$ cat src/rtl/color_sampler_pkg.sv
// Shared types and helpers for the window-averaging colour sampler.
package color_sampler_pkg;

    typedef enum logic [1:0] {
        IDLE = 2'd0,
        ARM  = 2'd1,
        DONE = 2'd2
    } state_t;

    localparam int COORD_W = 12;

    // Wide enough that W*W samples of full-scale DW-bit data cannot overflow.
    function automatic int acc_width(input int dw, input int win_log2);
        return dw + 2 * win_log2;
    endfunction

    function automatic logic [COORD_W-1:0] win_lo(input logic [COORD_W-1:0] center,
                                                   input logic [COORD_W-1:0] half);
        return (center >= half) ? center - half : '0;
    endfunction

endpackage

$ cat src/rtl/color_sampler_win_chan_accum.sv
// One colour channel: window accumulator, round-half-up average and output register.
// COLOR_SAMPLER_RANGE_EN adds per-channel min/max trackers and their output registers.
module chan_accum
    import color_sampler_pkg::*;
#(
    parameter int DW       = 8,
    parameter int WIN_LOG2 = 2
) (
    input  logic          clk_100M,
    input  logic          rst_p,
    input  logic          i_clear,
    input  logic          i_accum,
    input  logic          i_load,
    input  logic [DW-1:0] i_data,
`ifdef COLOR_SAMPLER_RANGE_EN
    output logic [DW-1:0] o_min,
    output logic [DW-1:0] o_max,
`endif
    output logic [DW-1:0] o_avg
);

    localparam int ACC_W = acc_width(DW, WIN_LOG2);
    localparam int SH    = 2 * WIN_LOG2;
    localparam logic [ACC_W-1:0] HALF = ACC_W'(1) << (SH - 1);

    logic [ACC_W-1:0] r_acc;
    logic [DW-1:0]    r_avg;
    logic [DW-1:0]    w_avg;

    assign w_avg = DW'((r_acc + HALF) >> SH);
    assign o_avg = r_avg;

    // NOTE: sequential state uses non-blocking assignments so every register samples pre-edge values.
    always_ff @(posedge clk_100M or posedge rst_p) begin
        if (rst_p) begin
            r_acc <= '0;
            r_avg <= '0;
        end else begin
            if (i_clear)
                r_acc <= '0;
            else if (i_accum)
                r_acc <= r_acc + ACC_W'(i_data);
            if (i_load)
                r_avg <= w_avg;
        end
    end

`ifdef COLOR_SAMPLER_RANGE_EN
    logic [DW-1:0] r_min_run;
    logic [DW-1:0] r_max_run;
    logic [DW-1:0] r_min;
    logic [DW-1:0] r_max;

    assign o_min = r_min;
    assign o_max = r_max;

    // Running trackers start at the opposite extremes so the first pixel always wins.
    always_ff @(posedge clk_100M or posedge rst_p) begin
        if (rst_p) begin
            r_min_run <= '1;
            r_max_run <= '0;
            r_min     <= '0;
            r_max     <= '0;
        end else begin
            if (i_clear) begin
                r_min_run <= '1;
                r_max_run <= '0;
            end else if (i_accum) begin
                if (i_data < r_min_run) r_min_run <= i_data;
                if (i_data > r_max_run) r_max_run <= i_data;
            end
            if (i_load) begin
                r_min <= r_min_run;
                r_max <= r_max_run;
            end
        end
    end
`else
`endif

endmodule

$ cat src/rtl/color_sampler_win.sv
// Window-averaging colour sampler: averages a W x W window around a latched centre once per frame.
// Optional COLOR_SAMPLER_RANGE_EN adds sample_min/sample_max outputs.
module color_sampler_win
    import color_sampler_pkg::*;
#(
    parameter int CH       = 2,
    parameter int DW       = 8,
    parameter int WIN_LOG2 = 2
) (
    input  logic               clk_100M,
    input  logic               rst_p,
    input  logic               en,
    input  logic               frame_start,
    input  logic               pix_valid,
    input  logic [11:0]        pixel_x,
    input  logic [11:0]        pixel_y,
    input  logic [CH*DW-1:0]   pix_data,
    input  logic [11:0]        center_x,
    input  logic [11:0]        center_y,
    output logic [CH*DW-1:0]   sample,
`ifdef COLOR_SAMPLER_RANGE_EN
    output logic [CH*DW-1:0]   sample_min,
    output logic [CH*DW-1:0]   sample_max,
`endif
    output logic               sample_valid,
    output logic               miss,
    output logic               busy
);

    localparam int W     = 1 << WIN_LOG2;
    localparam int W2    = 1 << (2 * WIN_LOG2);
    localparam int CNT_W = 2 * WIN_LOG2 + 1;
    localparam logic [COORD_W-1:0] W_HALF = COORD_W'(W / 2);
    localparam logic [COORD_W:0]   W_SPAN = (COORD_W + 1)'(W - 1);
    localparam logic [CNT_W-1:0]   CNT_LAST = CNT_W'(W2 - 1);

    state_t             r_state;
    state_t             w_state_nxt;
    logic [COORD_W-1:0] r_x0;
    logic [COORD_W-1:0] r_y0;
    logic [CNT_W-1:0]   r_cnt;
    logic               r_sample_valid;
    logic               r_miss;
    logic               r_busy;

    logic               w_latch;
    logic               w_clear;
    logic               w_accum;
    logic               w_load;
    logic               w_miss;
    logic               w_in_win;
    logic [COORD_W:0]   w_x1;
    logic [COORD_W:0]   w_y1;

    // Upper bounds carry an extra bit so a window near 4095 does not wrap.
    assign w_x1 = {1'b0, r_x0} + W_SPAN;
    assign w_y1 = {1'b0, r_y0} + W_SPAN;
    assign w_in_win = (pixel_x >= r_x0) && ({1'b0, pixel_x} <= w_x1) &&
                      (pixel_y >= r_y0) && ({1'b0, pixel_y} <= w_y1);

    always_ff @(posedge clk_100M or posedge rst_p) begin
        if (rst_p) r_state <= IDLE;
        else       r_state <= w_state_nxt;
    end

    // NOTE: every signal driven here gets a default first so no latch is inferred.
    always_comb begin
        w_state_nxt = r_state;
        w_latch     = 1'b0;
        w_clear     = 1'b0;
        w_accum     = 1'b0;
        w_load      = 1'b0;
        w_miss      = 1'b0;
        case (r_state)
            IDLE: begin
                if (en && frame_start) begin
                    w_latch     = 1'b1;
                    w_clear     = 1'b1;
                    w_state_nxt = ARM;
                end
            end
            ARM: begin
                if (!en) begin
                    w_clear     = 1'b1;
                    w_state_nxt = IDLE;
                end else if (frame_start) begin
                    w_miss  = 1'b1;
                    w_latch = 1'b1;
                    w_clear = 1'b1;
                end else if (pix_valid && w_in_win) begin
                    w_accum = 1'b1;
                    if (r_cnt == CNT_LAST) w_state_nxt = DONE;
                end
            end
            DONE: begin
                w_load      = en;
                w_clear     = !en;
                w_state_nxt = IDLE;
            end
            default: w_state_nxt = IDLE;
        endcase
    end

    always_ff @(posedge clk_100M or posedge rst_p) begin
        if (rst_p) begin
            r_x0           <= '0;
            r_y0           <= '0;
            r_cnt          <= '0;
            r_sample_valid <= 1'b0;
            r_miss         <= 1'b0;
            r_busy         <= 1'b0;
        end else begin
            if (w_latch) begin
                r_x0 <= win_lo(center_x, W_HALF);
                r_y0 <= win_lo(center_y, W_HALF);
            end
            if (w_clear)
                r_cnt <= '0;
            else if (w_accum)
                r_cnt <= r_cnt + 1'b1;
            r_sample_valid <= w_load;
            r_miss         <= w_miss;
            r_busy         <= (w_state_nxt != IDLE);
        end
    end

    assign sample_valid = r_sample_valid;
    assign miss         = r_miss;
    assign busy         = r_busy;

    // Channel 0 occupies the MSBs of both pix_data and sample.
    for (genvar c = 0; c < CH; c++) begin : g_chan
        localparam int LSB = (CH - 1 - c) * DW;
`ifdef COLOR_SAMPLER_RANGE_EN
        chan_accum #(.DW(DW), .WIN_LOG2(WIN_LOG2)) u_accum (
            .clk_100M (clk_100M),
            .rst_p    (rst_p),
            .i_clear  (w_clear),
            .i_accum  (w_accum),
            .i_load   (w_load),
            .i_data   (pix_data[LSB +: DW]),
            .o_min    (sample_min[LSB +: DW]),
            .o_max    (sample_max[LSB +: DW]),
            .o_avg    (sample[LSB +: DW])
        );
`else
        chan_accum #(.DW(DW), .WIN_LOG2(WIN_LOG2)) u_accum (
            .clk_100M (clk_100M),
            .rst_p    (rst_p),
            .i_clear  (w_clear),
            .i_accum  (w_accum),
            .i_load   (w_load),
            .i_data   (pix_data[LSB +: DW]),
            .o_avg    (sample[LSB +: DW])
        );
`endif
    end

endmodule

$ cat config.mk
export PLATFORM = sky130hd
export DESIGN_NAME = color_sampler_win
export DESIGN_NICKNAME = d
export VERILOG_FILES = /design/src/rtl/color_sampler_pkg.sv /design/src/rtl/color_sampler_win_chan_accum.sv /design/src/rtl/color_sampler_win.sv
export SDC_FILE = /design/constraint.sdc
export NUM_CORES = 1
export LEC_CHECK = 0
export CELL_PAD_IN_SITES_DETAIL_PLACEMENT = 1
export CELL_PAD_IN_SITES_GLOBAL_PLACEMENT = 1
export CORE_MARGIN = 4
export CORE_UTILIZATION = 38
export DETAILED_ROUTE_END_ITERATION = 8
export GPL_ROUTABILITY_DRIVEN = 0
export PLACE_DENSITY = 0.79
export SETUP_SLACK_MARGIN = 0.15
export SLEW_MARGIN = 5
export SYNTH_ARGS = -nofsm -noshare
export SYNTH_HDL_FRONTEND = slang
export SYNTH_SLANG_ARGS = --single-unit
$ cat constraint.sdc
create_clock -name clk_100M -period 3 [get_ports clk_100M]
set_input_delay 0.9 -clock clk_100M [delete_from_list [all_inputs] [get_ports clk_100M]]
set_output_delay 0.9 -clock clk_100M [all_outputs]
set_load 0.02 [all_outputs]
# Yosys cells after proc, flatten, opt, wreduce, memory -nomap -nowiden

Cells that the tools add are included.

Register bits after elaboration: 74

Add/sub/neg operators: 9
Magnitude comparators: 6
Eq/ne operators: 3
Multiplexer cells: 26
Reduce and logical (&&, ||, !) cells: 9

Operator list:

| cell                                                                                  | count |
|---|---|
| 12-bit two-way mux                                                                    | 6 |
| 12-bit by 2-bit adder with 13-bit output (second input constant)                      | 2 |
| 12-bit by 13-bit <= comparator with 1-bit output                                      | 2 |
| 12-bit by 4-bit adder with 12-bit output (second input constant)                      | 2 |
| 12-bit by 8-bit adder with 12-bit output                                              | 2 |
| 12-bit greater-or-equal comparator                                                    | 2 |
| 12-bit by 2-bit greater-or-equal comparator with 1-bit output (second input constant) | 2 |
| 12-bit by 2-bit subtractor with 12-bit output (second input constant)                 | 2 |
| 1-bit two-way mux                                                                     | 10 |
| 2-bit two-way mux                                                                     | 5 |
| 5-bit two-way mux                                                                     | 2 |
| 5-bit by 1-bit adder with 5-bit output (second input constant)                        | 1 |
| 5-bit by 4-bit equality test with 1-bit output (second input constant)                | 1 |
| 1-bit logical AND                                                                     | 5 |
| 2-bit one-hot mux with 2 select lines                                                 | 1 |
| 2-bit nonzero test                                                                    | 2 |
| 1-bit one-hot mux with 3 select lines                                                 | 1 |
| 2-bit by 1-bit equality test with 1-bit output (second input constant)                | 1 |
| 2-bit equality test (second input constant)                                           | 1 |
| 2-bit logical NOT                                                                     | 1 |
| 1-bit one-hot mux with 2 select lines                                                 | 1 |
| 1-bit logical NOT                                                                     | 1 |

# Longest topological paths before layout

Gate-level depths: netlist of run 1.

Word-level depth: 12
Gate-level depth with buffers: 14
Depth with buffers taken out: 13

# Modules after synthesis

From an unflattened synthesis of run 1, not the netlist that was laid out.

Cell total of the unflattened synthesis: 667
Area total of the unflattened synthesis: 5,919.4 sq um

By module, submodules not included:

| module            | instances | cells an instance | area an instance (sq um) | seq. area each (sq um) |
|---|---|---|---|---|
| color_sampler_win | 1         | 373               | 3,204.3                  | 850.8 |
| chan_accum        | 2         | 147               | 1,357.6                  | 500.5 |

# Least setup slack after synthesis of run 1

No wires, ideal clock.

Path kind: flip-flop to flip-flop
Start: reg r_y0[0]
End: reg g_chan[0].u_accum.r_acc[10]
Setup time: 79 ps
Arrival time: 3,091 ps
Setup slack: -170 ps
Cell stages (with the launch flop): 14
Buffers on the path: 1
Clock period less this slack: 3,170 ps
Path through: dfrtp_1 > inv_1 > ha_1 > or4_1 > xnor2_1 > ha_1 > a21o_1 > a21oi_1 > o211ai_1 > o211ai_1 > nand2_1 > clkbuf_1 > nor4_1 > mux2i_1

Longest elaborated chain between the ends: 9
Elaborated cells between the ends (all ways): 11
Classes of those cells: add/sub: 1; order compare: 2; mux: 4; reduce/logical: 4

RTL lines:

| element                                                                                               | line                                             | source |
|---|---|---|
| from (decl)                                                                                           | color_sampler_win.sv:40                          | `logic [COORD_W-1:0] r_y0;` |
| from (signal assigned)                                                                                | color_sampler_win.sv:115                         | `r_y0 <= win_lo(center_y, W_HALF);` |
| 12-bit by 2-bit adder with 13-bit output / 12-bit greater-or-equal comparator (equally long branches) | color_sampler_win.sv:57, color_sampler_win.sv:59 |  |
| 12-bit by 13-bit <= comparator with 1-bit output / 1-bit logical AND (equally long branches)          | color_sampler_win.sv:59, color_sampler_win.sv:58 |  |
| 1-bit logical AND *                                                                                   | color_sampler_win.sv:59                          | `(pixel_y >= r_y0) && ({1'b0, pixel_y} <= w_y1);` |
| 1-bit logical AND *                                                                                   | color_sampler_win.sv:90                          | `end else if (pix_valid && w_in_win) begin` |
| 1-bit two-way mux *                                                                                   | color_sampler_win.sv:90                          |  |
| 1-bit two-way mux *                                                                                   | color_sampler_win.sv:86                          | `end else if (frame_start) begin` |
| 1-bit two-way mux *                                                                                   | color_sampler_win.sv:83                          | `if (!en) begin` |
| 1-bit two-way mux *                                                                                   | color_sampler_win.sv:74                          | `case (r_state)` |
| 2-bit nonzero test (no source line) *                                                                 | n/a                                              |  |
| to (signal assigned)                                                                                  | color_sampler_win_chan_accum.sv:42               | `r_acc <= r_acc + ACC_W'(i_data);` |
| to (decl)                                                                                             | color_sampler_win_chan_accum.sv:26               | `logic [ACC_W-1:0] r_acc;` |

Mark *: on every way between the ends. The rest lies on a longest branch, timed or not.
A chain may end at the register's enable or synchronous reset.

# Worst setup path in the final report of run 1

Start: reg r_y0[0]
End: reg g_chan[0].u_accum.r_acc[9]

Same word-level chain as after synthesis.

==> metrics.txt, run 1 <==
# TYPE chip_impl_metric gauge
chip_impl_info{name="outcome",value="finished with violations"} 1
chip_impl_info{name="violated_checks",value="negative setup slack"} 1
chip_impl_metric{name="cts_max_path_buffers",unit=""} 2
chip_impl_metric{name="io_buffer_count",unit=""} 87
chip_impl_metric{name="power.switching_fraction",unit=""} 0.2956
chip_impl_metric{name="post-layout-total-power",unit="mW"} 3.246
chip_impl_metric{name="drt.antenna.violating_nets",unit=""} 0
chip_impl_metric{name="critical_path_arrival",unit="ns"} 3.51
chip_impl_metric{name="power_density",unit="mW/mm^2"} 412.3
chip_impl_metric{name="grt_first_pass_wirelength",unit="mm"} 28.21
chip_impl_metric{name="drive_above_1_share",unit=""} 0.1692
chip_impl_metric{name="final.period_utilization",unit=""} 1.088
chip_impl_info{name="synth_top_family_by_area",value="simple AND/OR/NAND/NOR gates"} 1
chip_impl_metric{name="syn-num-nets",unit=""} 773
chip_impl_metric{name="multiInputGateArea",unit="mm^2"} 0.003780
chip_impl_metric{name="utilization",unit=""} 0.5396
chip_impl_metric{name="postSynth.asyncResetShare",unit=""} 1.000
chip_impl_metric{name="synth-simple-area-share",unit=""} 0.2040
chip_impl_metric{name="clock_power_share",unit=""} 0.380
chip_impl_info{name="crit_type",value="register to register"} 1
chip_impl_info{name="rsz_0062_raised_after_global_routing",value="yes"} 1
chip_impl_metric{name="synthXorXnorAreaFrac",unit=""} 0.09407
chip_impl_info{name="capturing_element_type_of_the_critical_path",value="register"} 1
chip_impl_metric{name="detailed_route_via_count",unit=""} 5249
chip_impl_metric{name="post_layout_net_count",unit=""} 930
chip_impl_metric{name="cell_internal_pwr",unit="mW"} 2.286
chip_impl_metric{name="groute.usage.overall",unit=""} 0.2072
chip_impl_metric{name="drt_drc_violations_left",unit=""} 0
chip_impl_metric{name="floorplan.initialDensity",unit=""} 0.3893
chip_impl_metric{name="max_slew.worst_pin.slew",unit="ns"} 0.5512
chip_impl_metric{name="detail_route.wirelength",unit="mm"} 17.11
chip_impl_metric{name="synth_compound_gate_area_share",unit=""} 0.1150
chip_impl_metric{name="antennaDiodeCount",unit=""} 0
chip_impl_metric{name="irDropWorstVdd",unit="mV"} 0.2909
chip_impl_metric{name="headroom_to_the_max_slew_limit",unit=""} 0.6320
chip_impl_metric{name="cts.reportedPaths.clkPinSlew",unit="ns"} 0.06
chip_impl_metric{name="rows",unit=""} 44
chip_impl_metric{name="switching_power_summed_over_all_nets",unit="uW"} 959.6
chip_impl_metric{name="slew_viol_final",unit=""} 0
chip_impl_info{name="synth_top_flop_cell",value="sky130_fd_sc_hd__dfrtp_1"} 1
chip_impl_metric{name="synth_fa_ha_area_frac",unit=""} 0.1657
chip_impl_metric{name="floorplan.core_area",unit="mm^2"} 0.01459
chip_impl_info{name="cts.root.buffer_cell",value="sky130_fd_sc_hd__clkbuf_16"} 1
chip_impl_metric{name="detail_route.vias_per_cell",unit=""} 5.378
chip_impl_metric{name="synth-edff-count",unit=""} 0
chip_impl_metric{name="ff_latch_area",unit="mm^2"} 0.001852
chip_impl_metric{name="synthesis.yosys.warnings",unit=""} 0
chip_impl_metric{name="design.die.area",unit="mm^2"} 0.01697
chip_impl_metric{name="synthDistinctLibCells",unit=""} 59
chip_impl_metric{name="area_delta_synth_final",unit="%"} 38.62
chip_impl_metric{name="cts.hold.buffers_added",unit=""} 0
chip_impl_metric{name="place.detailed.hpwl",unit="mm"} 13.21
chip_impl_metric{name="num-fill-cells",unit=""} 1651
chip_impl_metric{name="detail_route.first_pass.iterations",unit=""} 4
chip_impl_metric{name="grt_pass1_vias",unit=""} 5843
chip_impl_metric{name="routed_length_per_instance",unit="um"} 17.53
chip_impl_info{name="worst_hold_path_type",value="register to register"} 1
chip_impl_metric{name="final_cells",unit=""} 976
chip_impl_metric{name="iter_0_drt_violations",unit=""} 209
chip_impl_metric{name="p_leak",unit="nW"} 3.478
chip_impl_metric{name="synth.yosys.seq_area_share",unit=""} 0.3261
chip_impl_metric{name="die_h",unit="um"} 130.3
chip_impl_metric{name="hold_violations",unit=""} 0
chip_impl_info{name="timing.critical_path.from_type",value="register"} 1
chip_impl_metric{name="number_of_maximum_capacitance_constraint_violations",unit=""} 0
chip_impl_metric{name="grt_overflow_total",unit=""} 0
chip_impl_info{name="tritoncts",value="yes"} 1
chip_impl_metric{name="synthesis.area",unit="mm^2"} 0.005679
chip_impl_metric{name="ctsHtreeMaxLevel",unit=""} 3
chip_impl_metric{name="finalCriticalPeriod",unit="ns"} 3.263
chip_impl_metric{name="grt_antenna_before_repair",unit=""} 0
chip_impl_metric{name="die_boundary_width",unit="um"} 130.3
chip_impl_metric{name="boundaryPins",unit=""} 88
chip_impl_metric{name="clock_latency",unit="ns"} 0.35
chip_impl_metric{name="grt_start_max_net_pins",unit=""} 51
chip_impl_metric{name="share_of_synthesized_area_spent_on_multiplexers",unit=""} 0.05111
chip_impl_metric{name="power.share.sequential",unit=""} 0.334
chip_impl_metric{name="finClkSkew",unit="ns"} 0.007340
chip_impl_metric{name="total_of_flip_flops_plus_latches_after_synthesis",unit=""} 74
chip_impl_metric{name="final.setup.worst_slack",unit="ns"} -0.2630
chip_impl_metric{name="final-setup-viol-count",unit=""} 29
chip_impl_metric{name="path_max_fanout",unit=""} 5
chip_impl_metric{name="tritoncts_num_sinks",unit=""} 74
chip_impl_metric{name="worst_ep_required_time",unit="ns"} 3.25
chip_impl_metric{name="cts_made_buffers",unit=""} 9
chip_impl_metric{name="syn-instance-count",unit=""} 630
chip_impl_metric{name="fmax",unit="MHz"} 306.5
chip_impl_metric{name="power.combinational.fraction",unit=""} 0.286
chip_impl_metric{name="place.detailed.instances",unit=""} 953
chip_impl_metric{name="syn_area_per_cell",unit="um^2"} 9.015
## power by group through the flow
stage                     sequential [mW]  combinational, mW  clock, mW
after floorplan                      1.10              0.484          0
after global placement               1.10              0.816          0
after detailed placement             1.10              0.872          0
after CTS                            1.08              0.913       1.25
after global routing                 1.09               1.03       1.30
final                                1.09              0.927       1.23
## final cells by class
cell class | instances | area share
well taps | 184 | 0.02924
flip-flops and latches | 74 | 0.2352
clock buffers | 12 | 0.03385
clock inverters | 4 | 0.009218
inverters | 44 | 0.02098
multi-input cells | 494 | 0.4801
repair buffers | 164 | 0.1914
## placed cells by master (no fill, tap or decap), types with 7 or more instances in the layout
cell type / count
sky130_fd_sc_hd__clkdlybuf4s50_1: 87
sky130_fd_sc_hd__or3_1: 14
sky130_fd_sc_hd__a21oi_1: 26
sky130_fd_sc_hd__nand2_1: 80
sky130_fd_sc_hd__nor3_1: 13
sky130_fd_sc_hd__dfrtp_1: 74
sky130_fd_sc_hd__nor4_4: 8
sky130_fd_sc_hd__o22ai_1: 20
sky130_fd_sc_hd__nand3_1: 19
sky130_fd_sc_hd__nand2b_1: 7
sky130_fd_sc_hd__xor2_1: 24
sky130_fd_sc_hd__inv_1: 40
sky130_fd_sc_hd__o21ai_0: 28
sky130_fd_sc_hd__nand4_1: 11
sky130_fd_sc_hd__clkbuf_16: 10
sky130_fd_sc_hd__ha_1: 70
sky130_fd_sc_hd__mux2i_1: 27
sky130_fd_sc_hd__nor2_1: 28
sky130_fd_sc_hd__o211ai_1: 7
sky130_fd_sc_hd__xnor2_1: 37
sky130_fd_sc_hd__and3_1: 7
sky130_fd_sc_hd__buf_4: 70
## per-layer routing
layer	vias up	global-route usage	wire length, um
li1	2552	-	-
met2	106	0.3881	9089
met1	2566	0.2402	7133
met3	25	0.02906	585
met4	0	0.07029	296
met5	-	0	0
## stage by stage
stage / setup WS, ns / hold slack (ns) / cell area, um^2 / TNS (ns)
floorplan: 0.04354 / 0.4710 / 5792 / 0
global placement: -0.3426 / 0.4600 / 7348 / -8.168
detailed placement: -0.4010 / 0.4690 / 7348 / -10.36
CTS: -0.2161 / 0.4835 / 7799 / -4.248
global route: -0.3980 / 0.5148 / 7873 / -9.801
finish: -0.2630 / 0.4768 / 7873 / -5.580
## sequential cells by signal (all words and copies together) (netlist names)
signal and flops:
g_chan.u_accum.r_acc 24, g_chan.u_accum.o_avg 16, r_x0 12, r_y0 12, r_cnt 5, r_state 2, busy 1, miss 1
sample_valid 1
## logic make-up (layout without fill, tap and decap cells)
family                   Yosys count  after routing
AO/OA/AOI/OAI                    107            107
XOR/XNOR                          61             61
adder cells (fa/ha/maj)           74             74
buffers and inverters             62            224
flip-flops                        74             74
multiplexers                      29             29
AND/OR/NAND/NOR                  223            223
## cells in the mapped netlist (all sizes together) (2+ instances only)
cell,instances,area share
and2,2,0.0022
a21o,5,0.0066
inv,44,0.029
dfrtp,74,0.33
xor2,24,0.037
o22ai,20,0.022
fa,2,0.0071
mux2i,29,0.051
and3b,2,0.0031
nor2,31,0.022
nor3,16,0.019
nor4,13,0.015
nand4,11,0.012
nand2,81,0.054
nand2b,8,0.010
xnor2,37,0.057
o211ai,7,0.0093
ha,72,0.16
or3,16,0.019
nor2b,6,0.0066
nand3,23,0.023
a211oi,3,0.0040
a31oi,2,0.0022
and3,8,0.0088
buf,6,0.0071
o21ai,30,0.027
a21oi,27,0.024
clkbuf,12,0.0079
o21a,2,0.0026
## worst max-delay path, stage by stage (launching register included)
cell and delay [ns]:
sky130_fd_sc_hd__dfrtp_1 0.40, sky130_fd_sc_hd__inv_2 0.08, sky130_fd_sc_hd__ha_4 0.18, sky130_fd_sc_hd__or4_4 0.42
sky130_fd_sc_hd__xnor2_1 0.14, sky130_fd_sc_hd__ha_1 0.33, sky130_fd_sc_hd__a21o_1 0.18, sky130_fd_sc_hd__a21oi_2 0.17
sky130_fd_sc_hd__o211ai_1 0.11, sky130_fd_sc_hd__o211ai_1 0.28, sky130_fd_sc_hd__nand2_2 0.14, sky130_fd_sc_hd__buf_6 0.16
sky130_fd_sc_hd__buf_4 0.13, sky130_fd_sc_hd__nor4_4 0.17, sky130_fd_sc_hd__mux2i_1 0.28
## final timing paths
kind | startpoint | to | slack, ns | depth (start not counted)
min | g_chan[0].u_accum.o_avg[2] | g_chan[0].u_accum.o_avg[2] | 0.48 | 2
max reg2reg | r_y0[0] | g_chan[0].u_accum.r_acc[9] | -0.26 | 14
max | r_y0[0] | g_chan[0].u_accum.r_acc[9] | -0.26 | 14
max in group asynchronous | rst_p | g_chan[0].u_accum.r_acc[7] | 1.40 | 3
min in group asynchronous | rst_p | r_y0[4] | 0.93 | 2
min reg2reg | g_chan[0].u_accum.o_avg[2] | g_chan[0].u_accum.o_avg[2] | 0.48 | 2
## timing repair
| action | 4_1_cts | 5_1_grt |
|---|---|---|
| buffers inserted | 4 | 1 |
| gates cloned | 0 | 2 |
| endpoints found under the setup margin | 30 | 32 |
| pin swaps | 8 | 6 |
| resized for setup | 15 | 8 |
(Power assumes the default switching activity.)
==> inputs of run 2 (changes only) <==
- GPL_ROUTABILITY_DRIVEN: 0 -> unset
==> run 2 against run 1 <==
  * The flow still finishes with violations (negative setup slack)
  * Combinational power rose by 12%
  * Routed wire length rose by 12%
  * Clock power barely moved
  * Power rose by 2.6%
  * Global-route usage rose by 1.1 points
  * Via count rose by 3.0%
  * Largest cell class unchanged
==> metrics.txt, run 2 (synthesized netlist as in run 1, its figures left out) <==
# TYPE chip_impl_metric gauge
chip_impl_metric{name="rows",unit=""} 44
chip_impl_metric{name="ctsHtreeMaxLevel",unit=""} 3
chip_impl_metric{name="cts_max_path_buffers",unit=""} 2
chip_impl_metric{name="ff2ff_path_depth",unit=""} 17
chip_impl_metric{name="worst_ep_required_time",unit="ns"} 3.26
chip_impl_metric{name="tritoncts_num_sinks",unit=""} 74
chip_impl_info{name="timing.critical_path.from_type",value="register"} 1
chip_impl_metric{name="finalCriticalPeriod",unit="ns"} 3.351
chip_impl_metric{name="place.detailed.hpwl",unit="mm"} 13.20
chip_impl_metric{name="cts.reportedPaths.clkPinSlew",unit="ns"} 0.06
chip_impl_info{name="final_cell_mix",value="82 x sky130_fd_sc_hd__clkdlybuf4s50_1, 81 x sky130_fd_sc_hd__buf_4, 80 x sky130_fd_sc_hd__nand2_1"} 1
chip_impl_metric{name="die_h",unit="um"} 130.3
chip_impl_metric{name="floorplan.core_area",unit="mm^2"} 0.01459
chip_impl_metric{name="drive_above_1_share",unit=""} 0.2047
chip_impl_metric{name="floorplan.initialDensity",unit=""} 0.3893
chip_impl_info{name="worst_hold_path_type",value="register to register"} 1
chip_impl_metric{name="r2r_setup_slack",unit="ns"} -0.35
chip_impl_info{name="commonest_non_fill_non_tap_cell_in_the_layout",value="sky130_fd_sc_hd__clkdlybuf4s50_1"} 1
chip_impl_metric{name="detail_route.vias_per_cell",unit=""} 5.433
chip_impl_metric{name="final.period_utilization",unit=""} 1.117
chip_impl_metric{name="clock_latency",unit="ns"} 0.35
chip_impl_metric{name="gp_routability_congestion",unit=""} 0.8690
chip_impl_info{name="critical_path.reg2reg.startpoint",value="r_y0[4]"} 1
chip_impl_metric{name="grt_pass1_vias",unit=""} 5976
chip_impl_info{name="max_flop_register",value="g_chan.u_accum.r_acc"} 1
chip_impl_metric{name="drt_drc_violations_left",unit=""} 0
chip_impl_info{name="rsz_0062_raised_after_global_routing",value="yes"} 1
chip_impl_metric{name="critical_path_arrival",unit="ns"} 3.61
chip_impl_metric{name="power_density",unit="mW/mm^2"} 406.4
chip_impl_info{name="hold-path-endpoint",value="g_chan[0].u_accum.o_avg[0]"} 1
chip_impl_metric{name="detail_route.first_pass.iterations",unit=""} 4
chip_impl_metric{name="post-layout-total-power",unit="mW"} 3.329
chip_impl_metric{name="max_slew.worst_pin.slew",unit="ns"} 0.5784
chip_impl_metric{name="number_of_maximum_capacitance_constraint_violations",unit=""} 0
chip_impl_metric{name="boundaryPins",unit=""} 88
chip_impl_metric{name="largest_register_ffs",unit=""} 24
chip_impl_metric{name="hold_violations",unit=""} 0
chip_impl_metric{name="drt.antenna.violating_nets",unit=""} 0
chip_impl_metric{name="placement.cell_area",unit="mm^2"} 0.007378
chip_impl_metric{name="headroom_to_the_max_slew_limit",unit=""} 0.6138
chip_impl_metric{name="grt_first_pass_wirelength",unit="mm"} 29.29
chip_impl_metric{name="fmax",unit="MHz"} 298.4
chip_impl_metric{name="iter_0_drt_violations",unit=""} 295
chip_impl_metric{name="io_buffer_count",unit=""} 87
chip_impl_metric{name="grt_start_max_net_pins",unit=""} 51
chip_impl_metric{name="p_leak",unit="nW"} 3.670
chip_impl_metric{name="detail_route.wirelength",unit="mm"} 19.19
chip_impl_metric{name="die_boundary_width",unit="um"} 130.3
chip_impl_metric{name="utilization",unit=""} 0.5616
chip_impl_metric{name="groute.usage.overall",unit=""} 0.2183
chip_impl_metric{name="detailed_route_via_count",unit=""} 5406
chip_impl_metric{name="irDropWorstVdd",unit="mV"} 0.2860
chip_impl_info{name="capturing_element_type_of_the_critical_path",value="register"} 1
chip_impl_info{name="capture_instance_of_the_worst_register_to_register_path",value="g_chan[0].u_accum.r_acc[11]"} 1
chip_impl_metric{name="area_delta_synth_final",unit="%"} 44.26
chip_impl_metric{name="design.die.area",unit="mm^2"} 0.01697
chip_impl_metric{name="cts_made_buffers",unit=""} 9
chip_impl_metric{name="detailedPlace.worstSlack",unit="ns"} -0.4580
chip_impl_metric{name="num-fill-cells",unit=""} 1624
chip_impl_metric{name="final-setup-viol-count",unit=""} 29
chip_impl_info{name="min-delay-start",value="g_chan[0].u_accum.o_avg[0]"} 1
chip_impl_metric{name="final.setup.worst_slack",unit="ns"} -0.3514
chip_impl_metric{name="whs",unit="ns"} 0.4743
chip_impl_metric{name="post_layout_net_count",unit=""} 949
chip_impl_info{name="cts.root.buffer_cell",value="sky130_fd_sc_hd__clkbuf_16"} 1
chip_impl_info{name="crit_type",value="register to register"} 1
chip_impl_metric{name="slew_viol_final",unit=""} 0
chip_impl_info{name="violated_checks",value="negative setup slack"} 1
chip_impl_metric{name="antennaDiodeCount",unit=""} 0
chip_impl_metric{name="routed_length_per_instance",unit="um"} 19.29
chip_impl_metric{name="finClkSkew",unit="ns"} 0.009867
chip_impl_info{name="outcome",value="finished with violations"} 1
chip_impl_info{name="tritoncts",value="yes"} 1
chip_impl_metric{name="path_max_fanout",unit=""} 4
chip_impl_metric{name="finalInstanceArea",unit="mm^2"} 0.008193
chip_impl_metric{name="grt_antenna_before_repair",unit=""} 0
chip_impl_metric{name="hold_path_depth",unit=""} 2
chip_impl_metric{name="grt_overflow_total",unit=""} 0
run 2: critical path, stage by stage (launching register included):
cell	delay [ns]
sky130_fd_sc_hd__dfrtp_1	0.37
sky130_fd_sc_hd__nand3_2	0.12
sky130_fd_sc_hd__buf_6	0.14
sky130_fd_sc_hd__a21o_1	0.19
sky130_fd_sc_hd__buf_4	0.14
sky130_fd_sc_hd__buf_4	0.13
sky130_fd_sc_hd__nor2_1	0.16
sky130_fd_sc_hd__xnor2_1	0.11
sky130_fd_sc_hd__ha_1	0.20
sky130_fd_sc_hd__a21o_1	0.19
sky130_fd_sc_hd__a21oi_2	0.14
sky130_fd_sc_hd__o211ai_1	0.14
sky130_fd_sc_hd__o211ai_1	0.27
sky130_fd_sc_hd__buf_4	0.19
sky130_fd_sc_hd__nand2_8	0.06
sky130_fd_sc_hd__buf_4	0.15
sky130_fd_sc_hd__nor4_4	0.29
sky130_fd_sc_hd__mux2i_1	0.28
run 2: report_power, final:
group | internal, mW | switching, mW | total (mW)
Clock | 0.752 | 0.452 | 1.20
Combinational | 0.494 | 0.542 | 1.04
Sequential | 1.05 | 0.0412 | 1.09
run 2: final cells by class:
class | instances | area (um^2) | area share
clock buffers | 12 | 246.5 | 0.03009
clock inverters | 4 | 75.07 | 0.009163
inverters | 44 | 165.2 | 0.02016
flip-flops and latches | 74 | 1853 | 0.2262
multi-input cells | 494 | 3887 | 0.4745
repair buffers | 183 | 1735 | 0.2118
well taps | 184 | 230.2 | 0.02810
run 2: how the worst max path moves through the flow:
stage	from	to	cells after the start
5_1_grt	r_y0[2]	g_chan[0].u_accum.r_acc[11]	17
6_report	r_y0[4]	g_chan[0].u_accum.r_acc[11]	17
3_5_place_dp	pixel_y[7]	g_chan[1].u_accum.r_acc[11]	11
3_3_place_gp	pixel_y[10]	g_chan[0].u_accum.r_acc[10]	10
2_1_floorplan	r_y0[7]	g_chan[0].u_accum.r_acc[0]	12
4_1_cts	r_y0[1]	g_chan[0].u_accum.r_acc[9]	15
run 2: repair_timing:
item | 4_1_cts | 5_1_grt
hold buffers | 0 | 0
setup buffers | 9 | 10
pin swaps | 14 | 26
cloned | 2 | 1
gates resized for setup | 30 | 30
endpoints found under the setup margin | 30 | 32
run 2: metal layers:
metal	GRT usage	part of all wire
met1	0.2574	0.41
met2	0.3959	0.52
met3	0.03561	0.039
met4	0.08252	0.031
met5	0	0
run 2: through the flow:
stage / cells / TNS [ns]
global placement: 957 / -8.360
detailed placement: 957 / -12.04
CTS: 984 / -1.812
global route: 995 / -10.49
floorplan: 630 / 0
finish: 995 / -6.293
==> inputs of run 3 (changes only) <==
- CTS_BUF_LIST: unset -> sky130_fd_sc_hd__clkbuf_8 sky130_fd_sc_hd__clkbuf_16
- TNS_END_PERCENT: unset -> 1
==> run 3 against run 2 <==
  * The flow still finishes with violations (negative setup slack)
  * Register-to-register slack better by 0.19 ns
  * Utilization down 1.9 points
  * Largest cell class unchanged
  * Largest power group is now registers
  * Count of clock-buffer cells in the layout down 2
  * Global-route usage down 0.29 points
  * Combinational power down 10%
  * Sequential share of layout area up 0.79 points
  * Highest routed layer unchanged
==> metrics.txt, run 3 (synthesized netlist as in run 1, its figures left out) <==
# TYPE chip_impl_metric gauge
chip_impl_info{name="outcome",value="finished with violations"} 1
chip_impl_info{name="violated_checks",value="negative setup slack"} 1
chip_impl_metric{name="clock_latency",unit="ns"} 0.35
chip_impl_metric{name="grt_antenna_before_repair",unit=""} 0
chip_impl_info{name="rsz_0062_raised_after_global_routing",value="yes"} 1
chip_impl_metric{name="rows",unit=""} 44
chip_impl_metric{name="die_boundary_width",unit="um"} 130.3
chip_impl_metric{name="detail_route.wirelength",unit="mm"} 17.38
chip_impl_metric{name="globalRouteMet2Util",unit=""} 0.4007
chip_impl_metric{name="grt_overflow_total",unit=""} 0
chip_impl_metric{name="antennaDiodeCount",unit=""} 0
chip_impl_info{name="min-delay-start",value="g_chan[1].u_accum.o_avg[0]"} 1
chip_impl_metric{name="grt_first_pass_wirelength",unit="mm"} 28.88
chip_impl_metric{name="drt.antenna.violating_nets",unit=""} 0
chip_impl_info{name="crit_type",value="primary input to register"} 1
chip_impl_metric{name="gp_routability_congestion",unit=""} 0.8512
chip_impl_metric{name="drt_drc_violations_left",unit=""} 0
chip_impl_info{name="critical_path.reg2reg.startpoint",value="r_y0[8]"} 1
chip_impl_metric{name="headroom_to_the_max_slew_limit",unit=""} 0.6190
chip_impl_metric{name="cts.reportedPaths.clkPinSlew",unit="ns"} 0.06
chip_impl_metric{name="finClkSkew",unit="ns"} 0.008726
chip_impl_metric{name="path_max_fanout",unit=""} 5
chip_impl_metric{name="globalRouteMet3Util",unit=""} 0.03029
chip_impl_metric{name="design.die.area",unit="mm^2"} 0.01697
chip_impl_metric{name="detail_route.vias_per_cell",unit=""} 5.383
chip_impl_metric{name="cts_made_buffers",unit=""} 9
chip_impl_metric{name="utilization",unit=""} 0.5422
chip_impl_metric{name="max_slew.worst_pin.slew",unit="ns"} 0.5707
chip_impl_metric{name="slew_viol_final",unit=""} 0
chip_impl_metric{name="floorplan.core_area",unit="mm^2"} 0.01459
chip_impl_metric{name="largest_register_ffs",unit=""} 24
chip_impl_metric{name="floorplan.initialDensity",unit=""} 0.3893
chip_impl_metric{name="detailed_route_via_count",unit=""} 5265
chip_impl_info{name="timing.critical_path.from_type",value="primary input"} 1
chip_impl_metric{name="met1_usage",unit=""} 0.2490
chip_impl_metric{name="grt_start_max_net_pins",unit=""} 51
chip_impl_info{name="setup.worst_path.start",value="pixel_y[11]"} 1
chip_impl_info{name="tritoncts",value="yes"} 1
chip_impl_metric{name="area_delta_synth_final",unit="%"} 39.28
chip_impl_metric{name="number_of_maximum_capacitance_constraint_violations",unit=""} 0
chip_impl_metric{name="boundaryPins",unit=""} 88
chip_impl_info{name="cts.root.buffer_cell",value="sky130_fd_sc_hd__clkbuf_16"} 1
chip_impl_info{name="max_flop_register",value="g_chan.u_accum.r_acc"} 1
chip_impl_metric{name="tritoncts_num_sinks",unit=""} 74
chip_impl_info{name="final_cell_mix",value="87 x sky130_fd_sc_hd__clkdlybuf4s50_1, 81 x sky130_fd_sc_hd__nand2_1, 74 x sky130_fd_sc_hd__dfrtp_1"} 1
chip_impl_info{name="worst_hold_path_type",value="register to register"} 1
chip_impl_info{name="capturing_element_type_of_the_critical_path",value="register"} 1
chip_impl_metric{name="die_h",unit="um"} 130.3
chip_impl_metric{name="finalCriticalPeriod",unit="ns"} 3.182
chip_impl_info{name="worst_path_max_delay_cell",value="sky130_fd_sc_hd__clkdlybuf4s50_1"} 1
chip_impl_metric{name="irDropWorstVdd",unit="mV"} 0.2863
chip_impl_metric{name="io_buffer_count",unit=""} 87
chip_impl_metric{name="ctsHtreeMaxLevel",unit=""} 3
chip_impl_info{name="commonest_non_fill_non_tap_cell_in_the_layout",value="sky130_fd_sc_hd__clkdlybuf4s50_1"} 1
chip_impl_metric{name="final.setup.worst_slack",unit="ns"} -0.1817
chip_impl_metric{name="detail_route.first_pass.iterations",unit=""} 4
chip_impl_metric{name="whs",unit="ns"} 0.4770
chip_impl_metric{name="slowest_delay",unit="ns"} 0.46
chip_impl_metric{name="post_layout_net_count",unit=""} 932
chip_impl_metric{name="critical_path_arrival",unit="ns"} 3.43
chip_impl_metric{name="grt_pass1_vias",unit=""} 5933
chip_impl_metric{name="groute.usage.overall",unit=""} 0.2153
chip_impl_metric{name="post-layout-total-power",unit="mW"} 3.044
chip_impl_info{name="path_cells",value="clkdlybuf4s50_1 -> ha_1 -> nand4_1 -> nor4_2 -> a21oi_1 -> o211ai_1 -> nand3_4 -> buf_6 -> nor4_4 -> mux2i_1"} 1
chip_impl_metric{name="final.period_utilization",unit=""} 1.061
chip_impl_metric{name="worst_ep_required_time",unit="ns"} 3.25
chip_impl_metric{name="cts_max_path_buffers",unit=""} 2
chip_impl_metric{name="p_leak",unit="nW"} 3.484
chip_impl_info{name="grt-busiest-layer",value="met2"} 1
chip_impl_metric{name="fmax",unit="MHz"} 314.3
chip_impl_metric{name="drive_above_1_share",unit=""} 0.1788
chip_impl_metric{name="hold_violations",unit=""} 0
chip_impl_metric{name="place.detailed.hpwl",unit="mm"} 12.79
chip_impl_metric{name="iter_0_drt_violations",unit=""} 158
chip_impl_metric{name="routed_length_per_instance",unit="um"} 17.77
chip_impl_metric{name="final-setup-viol-count",unit=""} 29
chip_impl_metric{name="power_density",unit="mW/mm^2"} 384.8
chip_impl_metric{name="num-fill-cells",unit=""} 1654
## run 3: cell count changes in the layout (fill, tap and decap cells not counted), moves of 4 or more
| cell | before | now |
|---|---|---|
| sky130_fd_sc_hd__buf_4 | 81 | 70 |
| sky130_fd_sc_hd__buf_6 | 7 | 3 |
| sky130_fd_sc_hd__clkdlybuf4s50_1 | 82 | 87 |
| sky130_fd_sc_hd__dlymetal6s2s_1 | 5 | 0 |
| sky130_fd_sc_hd__nor3_2 | 1 | 5 |
## run 3: critical path, delay by kind of cell
| kind | cells | cell delay (ns) |
|---|---|---|
| and+or+nand+nor | 4 | 0.93 |
| buffers and inverters | 2 | 0.65 |
| adders and majority gates | 1 | 0.32 |
| AOI/OAI and AO/OA | 2 | 0.32 |
| muxes | 1 | 0.29 |
## run 3: repair_timing
| action | in CTS | in global routing |
|---|---|---|
| gates cloned | 2 | 0 |
| setup buffers | 12 | 2 |
| pin swaps | 18 | 7 |
| resized for setup | 22 | 17 |
| setup endpoints to repair | 30 | 32 |
| hold buffers | 0 | 0 |
| endpoints found under the hold margin | 0 | 0 |
## run 3: layout make-up
| type | count | area, um^2 | share of cell area |
|---|---|---|---|
| Clock inverter | 6 | 33.78 | 0.004271 |
| Multi-Input combinational cell | 494 | 3825 | 0.4835 |
| Timing Repair Buffer | 166 | 1565 | 0.1979 |
| Inverter | 44 | 165.2 | 0.02088 |
| Tap cell | 184 | 230.2 | 0.02910 |
| Clock buffer | 10 | 239.0 | 0.03021 |
| Sequential cell | 74 | 1852 | 0.2341 |
## run 3: final timing paths
| check | to | slack [ns] | cells after the start |
|---|---|---|---|
| setup / recovery | g_chan[1].u_accum.r_acc[9] | -0.18 | 10 |
| hold / removal | g_chan[1].u_accum.o_avg[0] | 0.48 | 2 |
| setup reg to reg | g_chan[1].u_accum.r_acc[9] | -0.16 | 12 |
| hold reg to reg | g_chan[1].u_accum.o_avg[0] | 0.48 | 2 |
| max in group asynchronous | r_state[0] | 1.39 | 3 |
| min in group asynchronous | r_y0[1] | 0.94 | 2 |
## run 3: through the flow
step / setup slack (ns) / setup TNS, ns / std cells / area [um^2]
after floorplan: 0.04255 / 0 / 630 / 5724
after global placement: -0.3846 / -9.315 / 946 / 7249
after detailed placement: -0.4904 / -12.61 / 946 / 7249
after CTS: -0.1061 / -2.455 / 976 / 7814
after global routing: -0.3215 / -6.609 / 978 / 7910
final: -0.1817 / -2.015 / 978 / 7910
## run 3: report_power, final
| part | internal, mW | total, mW | switching [mW] | leakage [nW] |
|---|---|---|---|---|
| Clock | 0.575 | 1.03 | 0.450 | 0.135 |
| Combinational | 0.452 | 0.934 | 0.482 | 2.36 |
| Sequential | 1.05 | 1.08 | 0.0367 | 0.986 |
| Total | 2.08 | 3.04 | 0.969 | 3.48 |
## run 3: per-layer routing
layer	part of all wire	vias to the layer above	wire (um)
met5	0	-	0
met4	0.025	0	426
met3	0.034	28	589
met2	0.53	110	9163
met1	0.41	2570	7197
li1	-	2557	-
